--- src/rtl/apb5_ctrl_pkg.sv ---
// Shared types and constants for the APB5 requester controller.
package apb5_ctrl_pkg;

    localparam int PROT_W = 3;

    typedef enum logic [1:0] {
        IDLE   = 2'd0,
        SETUP  = 2'd1,
        ACCESS = 2'd2
    } apb_state_e;

    // Width of a port index; a single port still needs one bit to carry it.
    function automatic int idx_width(input int n);
        return (n > 1) ? $clog2(n) : 1;
    endfunction

endpackage

--- src/rtl/apb5_rr_arbiter.sv ---
// Combinational round-robin pick: first requesting port after last_grant.
// The pointer register is held by the parent so it only advances on acceptance.
module apb5_rr_arbiter
    import apb5_ctrl_pkg::*;
#(
    parameter int NUM_REQ = 2,
    localparam int LG_W = idx_width(NUM_REQ)
)(
    input  logic [NUM_REQ-1:0] req,
    input  logic [LG_W-1:0]    last_grant,
    input  logic               enable,
    output logic [NUM_REQ-1:0] grant
);

    generate
        if (NUM_REQ == 1) begin : g_single
            logic unused_last_grant;
            assign unused_last_grant = &{1'b0, last_grant};
            // A lone port always wins whenever it asks.
            assign grant = req & {NUM_REQ{enable}};
        end else begin : g_rr
            logic [LG_W-1:0] idx;
            logic            found;
            // Scan ports starting one past the previous winner, wrapping around.
            always_comb begin
                grant = '0;
                found = 1'b0;
                idx   = '0;
                for (int k = 1; k <= NUM_REQ; k++) begin
                    idx = LG_W'((int'(last_grant) + k) % NUM_REQ);
                    if (enable && !found && req[idx]) begin
                        grant[idx] = 1'b1;
                        found      = 1'b1;
                    end
                end
            end
        end
    endgenerate

endmodule

--- src/rtl/apb5_req_arbiter.sv ---
// APB5 requester: shares one APB5 bus between NUM_REQ command ports using
// round-robin arbitration and the IDLE/SETUP/ACCESS transfer sequence.
// Optional feature: define APB5_WAKEUP_EN to add the PWAKEUP output; grants
// from IDLE then wait until PWAKEUP has been high for a cycle.
module apb5_req_arbiter
    import apb5_ctrl_pkg::*;
#(
    parameter int NUM_REQ    = 2,
    parameter int ADDR_WIDTH = 8,
    parameter int DATA_WIDTH = 32
)(
    input  logic                               PCLK,
    input  logic                               PRESETN,
    input  logic [NUM_REQ-1:0]                 req_valid,
    output logic [NUM_REQ-1:0]                 req_ready,
    input  logic [NUM_REQ-1:0]                 req_write,
    input  logic [NUM_REQ*ADDR_WIDTH-1:0]      req_addr,
    input  logic [NUM_REQ*DATA_WIDTH-1:0]      req_wdata,
    input  logic [NUM_REQ*(DATA_WIDTH/8)-1:0]  req_strb,
    input  logic [NUM_REQ*PROT_W-1:0]          req_prot,
    output logic [NUM_REQ-1:0]                 rsp_valid,
    output logic [DATA_WIDTH-1:0]              rsp_rdata,
    output logic                               rsp_err,
    output logic                               PSEL,
    output logic                               PENABLE,
    output logic                               PWRITE,
    output logic [ADDR_WIDTH-1:0]              PADDR,
    output logic [DATA_WIDTH-1:0]              PWDATA,
    output logic [DATA_WIDTH/8-1:0]            PSTRB,
    output logic [PROT_W-1:0]                  PPROT,
    input  logic [DATA_WIDTH-1:0]              PRDATA,
    input  logic                               PREADY,
    input  logic                               PSLVERR
`ifdef APB5_WAKEUP_EN
    ,
    output logic                               PWAKEUP
`endif
);

    localparam int STRB_W = DATA_WIDTH / 8;
    localparam int LG_W   = idx_width(NUM_REQ);

    // Widths follow the module parameters, so the command record lives here.
    typedef struct packed {
        logic                  write;
        logic [ADDR_WIDTH-1:0] addr;
        logic [DATA_WIDTH-1:0] wdata;
        logic [STRB_W-1:0]     strb;
        logic [PROT_W-1:0]     prot;
    } apb_cmd_t;

    apb_state_e            state_reg;
    logic [LG_W-1:0]       last_grant_reg;
    logic [LG_W-1:0]       owner_reg;
    apb_cmd_t              cmd_reg;
    apb_cmd_t              cmd_next;
    logic [NUM_REQ-1:0]    rsp_valid_reg;
    logic [DATA_WIDTH-1:0] rsp_rdata_reg;
    logic                  rsp_err_reg;
    logic [NUM_REQ-1:0]    grant;
    logic [LG_W-1:0]       grant_idx;
    logic                  arb_enable;
    logic                  take;
    logic                  wake_ok;

`ifdef APB5_WAKEUP_EN
    logic pwakeup_reg;
    // Wake is raised by any pending request and held while a transfer is in flight.
    always_ff @(posedge PCLK) begin
        if (!PRESETN) pwakeup_reg <= 1'b0;
        else          pwakeup_reg <= (|req_valid) || (state_reg != IDLE);
    end
    assign wake_ok = pwakeup_reg;
    assign PWAKEUP = pwakeup_reg;
`else
    assign wake_ok = 1'b1;
`endif

    // A new command can be taken from IDLE, or in the completing ACCESS cycle.
    assign arb_enable = PRESETN && (((state_reg == IDLE) && wake_ok) ||
                                    ((state_reg == ACCESS) && PREADY));

    apb5_rr_arbiter #(.NUM_REQ(NUM_REQ)) u_rr (
        .req        (req_valid),
        .last_grant (last_grant_reg),
        .enable     (arb_enable),
        .grant      (grant)
    );

    assign req_ready = grant;
    assign take      = |grant;

    // Convert the one-hot grant into a port index.
    always_comb begin
        grant_idx = '0;
        for (int i = 0; i < NUM_REQ; i++) begin
            if (grant[i]) grant_idx = LG_W'(i);
        end
    end

    // Gather the winning port's command; reads carry no data or strobes.
    always_comb begin
        cmd_next       = '0;
        cmd_next.write = req_write[grant_idx];
        cmd_next.addr  = req_addr[int'(grant_idx)*ADDR_WIDTH +: ADDR_WIDTH];
        cmd_next.prot  = req_prot[int'(grant_idx)*PROT_W +: PROT_W];
        if (req_write[grant_idx]) begin
            cmd_next.wdata = req_wdata[int'(grant_idx)*DATA_WIDTH +: DATA_WIDTH];
            cmd_next.strb  = req_strb[int'(grant_idx)*STRB_W +: STRB_W];
        end
    end

    // Transfer sequencer: latches commands, walks SETUP/ACCESS, returns responses.
    always_ff @(posedge PCLK) begin
        if (!PRESETN) begin
            state_reg      <= IDLE;
            last_grant_reg <= LG_W'(NUM_REQ - 1);
            owner_reg      <= '0;
            cmd_reg        <= '0;
            rsp_valid_reg  <= '0;
            rsp_rdata_reg  <= '0;
            rsp_err_reg    <= 1'b0;
        end else begin
            rsp_valid_reg <= '0;
            case (state_reg)
                IDLE: begin
                    if (take) begin
                        cmd_reg        <= cmd_next;
                        owner_reg      <= grant_idx;
                        last_grant_reg <= grant_idx;
                        state_reg      <= SETUP;
                    end
                end
                SETUP: state_reg <= ACCESS;
                ACCESS: begin
                    if (PREADY) begin
                        rsp_valid_reg <= NUM_REQ'(1) << owner_reg;
                        rsp_rdata_reg <= cmd_reg.write ? '0 : PRDATA;
                        rsp_err_reg   <= PSLVERR;
                        if (take) begin
                            cmd_reg        <= cmd_next;
                            owner_reg      <= grant_idx;
                            last_grant_reg <= grant_idx;
                            state_reg      <= SETUP;
                        end else begin
                            cmd_reg   <= '0;
                            state_reg <= IDLE;
                        end
                    end
                end
                default: state_reg <= IDLE;
            endcase
        end
    end

    assign PSEL      = (state_reg != IDLE);
    assign PENABLE   = (state_reg == ACCESS);
    assign PWRITE    = cmd_reg.write;
    assign PADDR     = cmd_reg.addr;
    assign PWDATA    = cmd_reg.wdata;
    assign PSTRB     = cmd_reg.strb;
    assign PPROT     = cmd_reg.prot;
    assign rsp_valid = rsp_valid_reg;
    assign rsp_rdata = rsp_rdata_reg;
    assign rsp_err   = rsp_err_reg;

endmodule

--- config.mk ---
export PLATFORM = sky130hd
export DESIGN_NAME = apb5_req_arbiter
export DESIGN_NICKNAME = d
export VERILOG_FILES = /design/src/rtl/apb5_ctrl_pkg.sv /design/src/rtl/apb5_rr_arbiter.sv /design/src/rtl/apb5_req_arbiter.sv
export SDC_FILE = /design/constraint.sdc
export NUM_CORES = 1
export LEC_CHECK = 0
export ABC_AREA = 1
export CAP_MARGIN = 10
export CORE_MARGIN = 8
export CORE_UTILIZATION = 39
export CTS_CLUSTER_DIAMETER = 200
export DETAILED_ROUTE_END_ITERATION = 10
export PLACE_DENSITY = 0.81
export SYNTH_ARGS = -nofsm -noshare
export SYNTH_HDL_FRONTEND = slang
export SYNTH_SLANG_ARGS = --single-unit
--- constraint.sdc ---
create_clock -name PCLK -period 1.6 [get_ports PCLK]
set_input_delay 0.24 -clock PCLK [delete_from_list [all_inputs] [get_ports PCLK]]
set_output_delay 0.24 -clock PCLK [all_outputs]
set_load 0.005 [all_outputs]
==> results of run 1 <==
## placed cells by master (no fill, tap or decap), types with 9 or more instances in the layout
cell type | netlist | routed
clkdlybuf4s50_1 | 0 | 211
nand2_1 | 157 | 154
nand3_1 | 119 | 117
dfxtp_1 | 87 | 84
a21oi_1 | 52 | 41
nand4_1 | 36 | 36
o21ai_0 | 32 | 32
buf_4 | 4 | 19
buf_12 | 0 | 12
a21oi_2 | 1 | 10
clkbuf_8 | 0 | 9
## area by class of cell
cell class | instances | area [µm²]
Fill cell | 838 | 3290
Inverter | 7 | 26.3
Clock buffer | 10 | 128
Sequential cell | 87 | 1750
Tap cell | 136 | 170
Multi-Input combinational cell | 408 | 2040
Timing Repair Buffer | 256 | 2660
Clock inverter | 4 | 25.0
## cell families after synthesis
logic type             count (synthesis)  synth area share
and+or+nand+nor                      320             0.370
buffers and inverters                 62            0.0744
DFF                                   87             0.439
AOI/OAI and AO/OA                     88             0.116
## worst max-delay path: stages (launching register included)
cell	delay [ns]
dfxtp_2	0.34
a21oi_4	0.19
buf_6	0.12
buf_4	0.11
buf_6	0.11
nand4_4	0.12
nand2_8	0.15
clkbuf_16	0.16
nand3_1	0.07
a21oi_1	0.13
## layer usage
metal / global-route usage / up-vias
li1: - / 2328
met1: 0.241 / 2252
met2: 0.373 / 243
met3: 0.0970 / 30
met4: 0.0802 / 2
met5: 0 / -
## report_power, final
part / internal, µW / switching, µW
clock: 543 / 772
combinational: 704 / 586
sequential: 2250 / 53.5
total: 3500 / 1410
## final timing paths
path,from,endpoint,slack [ns],cells past startpoint
setup reg to reg,last_grant_reg$_SDFFE_PN1P_,PWDATA[19]$_SDFFE_PN0P_,0.04,9
hold / removal,PREADY,state_reg[1]$_SDFFE_PN0P_,0.36,4
hold reg to reg,owner_reg$_SDFFE_PN0P_,rsp_valid[0]$_SDFF_PN0_,0.44,1
setup / recovery,last_grant_reg$_SDFFE_PN1P_,PWDATA[19]$_SDFFE_PN0P_,0.04,9
## metrics by stage
step / setup WS, ns / setup TNS [ns] / utilization / total power (µW)
floorplan: 0.295 / 0 / - / 2840
detailed placement: -0.387 / -16.53 / 0.638 / 3570
finish: 0.0438 / 0 / 0.674 / 4910
CTS: -0.00833 / -0.0142 / 0.658 / 4880
global route: -0.0130 / -0.0913 / 0.674 / 5140
global placement: -0.371 / -15.74 / 0.638 / 3540
## what timing repair did
| item | in CTS | in global routing |
|---|---|---|
| cloned | 0 | 2 |
| pin swaps | 2 | 7 |
| resized for setup | 15 | 29 |
| endpoints found under the setup margin | 4 | 40 |
| buffers inserted | 2 | 2 |
==> out/metrics.yaml, run 1 <==
grt:
  grt_max_degree: 70
  grt_use_total: 0.221
  antenna_found_initial: 1
  overflow: 0
  first_global_vias: 4783
  grt_pass1_wl_um: 23700
yosys:
  synth_area_um2: 3970
  ys_async_sr_fraction: 0
  netlist_instances: 557
  yosysWarnings: 0
  synthTopCellsByArea: "dfxtp_1 44%, nand3_1 15%, nand2_1 15%"
  ys_ff_latch: 87
  synth_top_area_cell: "dfxtp_1"
  synth-edff-count: 0
  synth_top_flop_cell: "dfxtp_1"
  syn_avg_cell_area_um2: 7.12
  ys_top_cells_by_count: "157 x nand2_1, 119 x nand3_1, 87 x dfxtp_1, 52 x a21oi_1, 36 x nand4_1"
  synth_sequential_area_ratio: 0.439
  synth_top_area_frac: 0.439
  synth_cell_type_count: 24
  yosysMostFrequentCell: "nand2_1"
  synth_nets: 691
placed_design:
  postPlaceCellArea_um2: 6440
  place_congestion: 0.872
  dpl.hpwl_um: 11600
  port_buffers: 220
  placed_cells: 888
status:
  outcome: "complete, no violations"
finish:
  fin_area_um2: 6800
  layout-drive-gt1-share: 0.108
  antenna_cells: 0
  fin_cells: 908
  nets: 903
  area_growth_pct: 71.4
detailed_routing:
  vias: 4855
  drt.antenna.violating_nets: 0
  drt-met1-wl_um: 6100
  wire_per_inst_um: 17.6
  top_layer_used: "met5"
  drt_iter0_drc: 229
  first_pass_iters: 6
  drc: 0
  vias_per_cell: 5.35
  routed_wl_um: 16000
  wl_met2_um: 7530
  wl_met3_um: 2020
clocking:
  cts_hold_buf: 0
  cts.sink_count: 87
  clk_path_buf_depth: 2
  cts-buffers-inserted: 9
  tritoncts: "done"
  h-tree-depth: 3
  cts.clk_slew.worst_paths_ns: 0.09
  clk_latency_ns: 0.35
  root_buffer: "clkbuf_8"
power_and_ir_drop:
  p_leak_uw: 0.00270
  vdd_drop_max_mv: 0.477
  p_per_area_nw_per_um2: 722
sta:
  finalMaxSlewViolations: 0
  final.period_utilization: 0.973
  whs_ns: 0.361
  rsz0062_at_grt: "true"
  clock_skew_ns: 0.00809
  finalSetupViolations: 0
  final_hold_viol_count: 0
  period_needed_ns: 1.56
  fmax_mhz: 643
  slew_headroom: 0.758
  worst_pin_slew_ns: 0.363
setup_path:
  cp-start-kind: "flop"
  endpoint_kind: "flop"
  crit_type: "flop to flop"
  arrival_ns: 1.84
  crit_required_ns: 1.88
  cp_max_fo: 7
floorplanning:
  die_y_um: 117
  die_x_um: 117
  initial_core_util: 0.393
  boundaryPins: 221
  dieArea_um2: 13700
  core_region_area_um2: 10100
  rows: 37
run:
  cap_violations: 0
hold_path:
  hold_class: "input port to flop"
No activity file was read; power rests on OpenSTA's default activity.
==> inputs of run 2 (changes only) <==
--- a/config.mk
+++ b/config.mk
@@ -15,3 +15,4 @@
 export SYNTH_ARGS = -nofsm -noshare
 export SYNTH_HDL_FRONTEND = slang
 export SYNTH_SLANG_ARGS = --single-unit
+export TNS_END_PERCENT = 50
==> constraint.sdc (replaced) <==
create_clock -name PCLK -period 1.45 [get_ports PCLK]
set_input_delay 0.2175 -clock PCLK [delete_from_list [all_inputs] [get_ports PCLK]]
set_output_delay 0.2175 -clock PCLK [all_outputs]
set_load 0.005 [all_outputs]
==> out/metrics.yaml, run 2 (synthesis results as in run 1) <==
placed_design:
  place_congestion: 0.906
  port_buffers: 220
  dpl.hpwl_um: 11700
  postPlaceCellArea_um2: 6460
  dp_slack_ns: -0.553
power_and_ir_drop:
  vdd_drop_max_mv: 0.545
  p_leak_uw: 0.00355
  p_per_area_nw_per_um2: 838
  power_uw: 6000
sta:
  period_needed_ns: 1.60
  worst_pin_slew_ns: 0.317
  final_hold_viol_count: 0
  finalSetupViolations: 54
  fmax_mhz: 623
  slew_headroom: 0.789
  clock_skew_ns: 0.00829
  final.period_utilization: 1.11
  finalMaxSlewViolations: 0
  rsz0062_at_grt: "true"
  setup_ws_ns: -0.155
floorplanning:
  boundaryPins: 221
  dieArea_um2: 13700
  rows: 37
  die_x_um: 117
  core_region_area_um2: 10100
  die_y_um: 117
  initial_core_util: 0.393
finish:
  fin_util: 0.710
  nets: 916
  area_growth_pct: 80.6
  final_common_cell: "nand2_1"
  antenna_cells: 0
  layout_common_cells: "152 x nand2_1, 138 x clkdlybuf4s50_1, 110 x nand3_1"
  nFillCells: 755
  fin_area_um2: 7160
  layout-drive-gt1-share: 0.151
setup_path:
  arrival_ns: 1.89
  cp_max_fo: 8
  cp-start-kind: "flop"
  crit_type: "flop to flop"
  endpoint_kind: "flop"
  crit_required_ns: 1.73
status:
  violations: "setup timing"
  outcome: "finished with violations"
clocking:
  root_buffer: "clkbuf_8"
  cts.sink_count: 87
  cts-buffers-inserted: 9
  h-tree-depth: 3
  tritoncts: "done"
  clk_path_buf_depth: 2
  cts.clk_slew.worst_paths_ns: 0.09
  clk_latency_ns: 0.35
grt:
  first_global_vias: 4746
  overflow: 0
  grt_use_total: 0.228
  grt_pass1_wl_um: 24400
  grt_max_degree: 69
  antenna_found_initial: 0
detailed_routing:
  drt_iter0_drc: 358
  vias_per_cell: 5.30
  routed_wl_um: 17000
  drc: 0
  first_pass_iters: 5
  drt.antenna.violating_nets: 0
  wire_per_inst_um: 18.4
  vias: 4896
hold_path:
  hold_class: "input port to flop"
run:
  cap_violations: 0
[run 2: layer usage]
layer  track usage  vias to the layer above  part of all wire
li1              -                     2360                 -
met1         0.252                     2252              0.39
met2         0.385                      257              0.47
met3        0.0975                       27              0.12
met4        0.0759                        0             0.017
met5             0                        -                 0
[run 2: layout make-up]
class / count / area, µm² / area share
Clock inverter: 6 / 83.8 / 0.0117
Clock buffer: 10 / 138 / 0.0192
Timing Repair Buffer: 269 / 2900 / 0.405
Tap cell: 136 / 170 / 0.0238
Inverter: 7 / 26.3 / 0.00367
Multi-Input combinational cell: 408 / 2080 / 0.290
Sequential cell: 87 / 1760 / 0.246
[run 2: per-stage QoR]
step	setup TNS [ns]	hold slack (ns)	std cells
final	-5.84	0.337	923
after global placement	-24.08	0.431	891
after global routing	-9.09	0.321	923
after floorplan	0	0.380	557
after CTS	-1.67	0.290	919
after detailed placement	-27.20	0.440	891
[run 2: worst max-delay path: stages, from the launching register on]
cell	delay, ns
dfxtp_4	0.37
a21oi_4	0.18
buf_6	0.14
nand2_4	0.05
buf_6	0.12
a21oi_4	0.14
buf_12	0.17
buf_16	0.13
nand3_1	0.07
a21oi_1	0.16
[run 2: report_power, final]
part           switching (µW)  internal [µW]  leakage (µW)  total [µW]
combinational             721            867       0.00272        1590
clock                     864           1010      0.000116        1880
sequential               54.0           2490      0.000711        2540
[run 2: repair_timing]
action                     4_1_cts  5_1_grt
hold endpoints to repair         0        0
pin swaps                        8       15
hold buffers                     0        0
setup buffers                   10        2
gates resized for setup        101       78
setup endpoints to repair      107       86
gates cloned                     3        3
[run 2: path summary, 6_finish.rpt]
kind / slack [ns] / cells past startpoint / startpoint / endpoint
hold reg to reg: 0.44 / 2 / owner_reg$_SDFFE_PN0P_ / rsp_valid[1]$_SDFF_PN0_
hold / removal: 0.34 / 3 / PRESETN / last_grant_reg$_SDFFE_PN1P_
setup reg to reg: -0.15 / 9 / state_reg[1]$_SDFFE_PN0P_ / PWDATA[9]$_SDFFE_PN0P_
setup / recovery: -0.15 / 9 / state_reg[1]$_SDFFE_PN0P_ / PWDATA[9]$_SDFFE_PN0P_
==> inputs of run 3 (changes only) <==
--- a/config.mk
+++ b/config.mk
@@ -12,6 +12,7 @@
 export CTS_CLUSTER_DIAMETER = 200
 export DETAILED_ROUTE_END_ITERATION = 10
 export PLACE_DENSITY = 0.81
+export SLEW_MARGIN = 15
 export SYNTH_ARGS = -nofsm -noshare
 export SYNTH_HDL_FRONTEND = slang
 export SYNTH_SLANG_ARGS = --single-unit
==> results of run 3 <==
Final layout, timing and power as in run 2 (identical DEF).
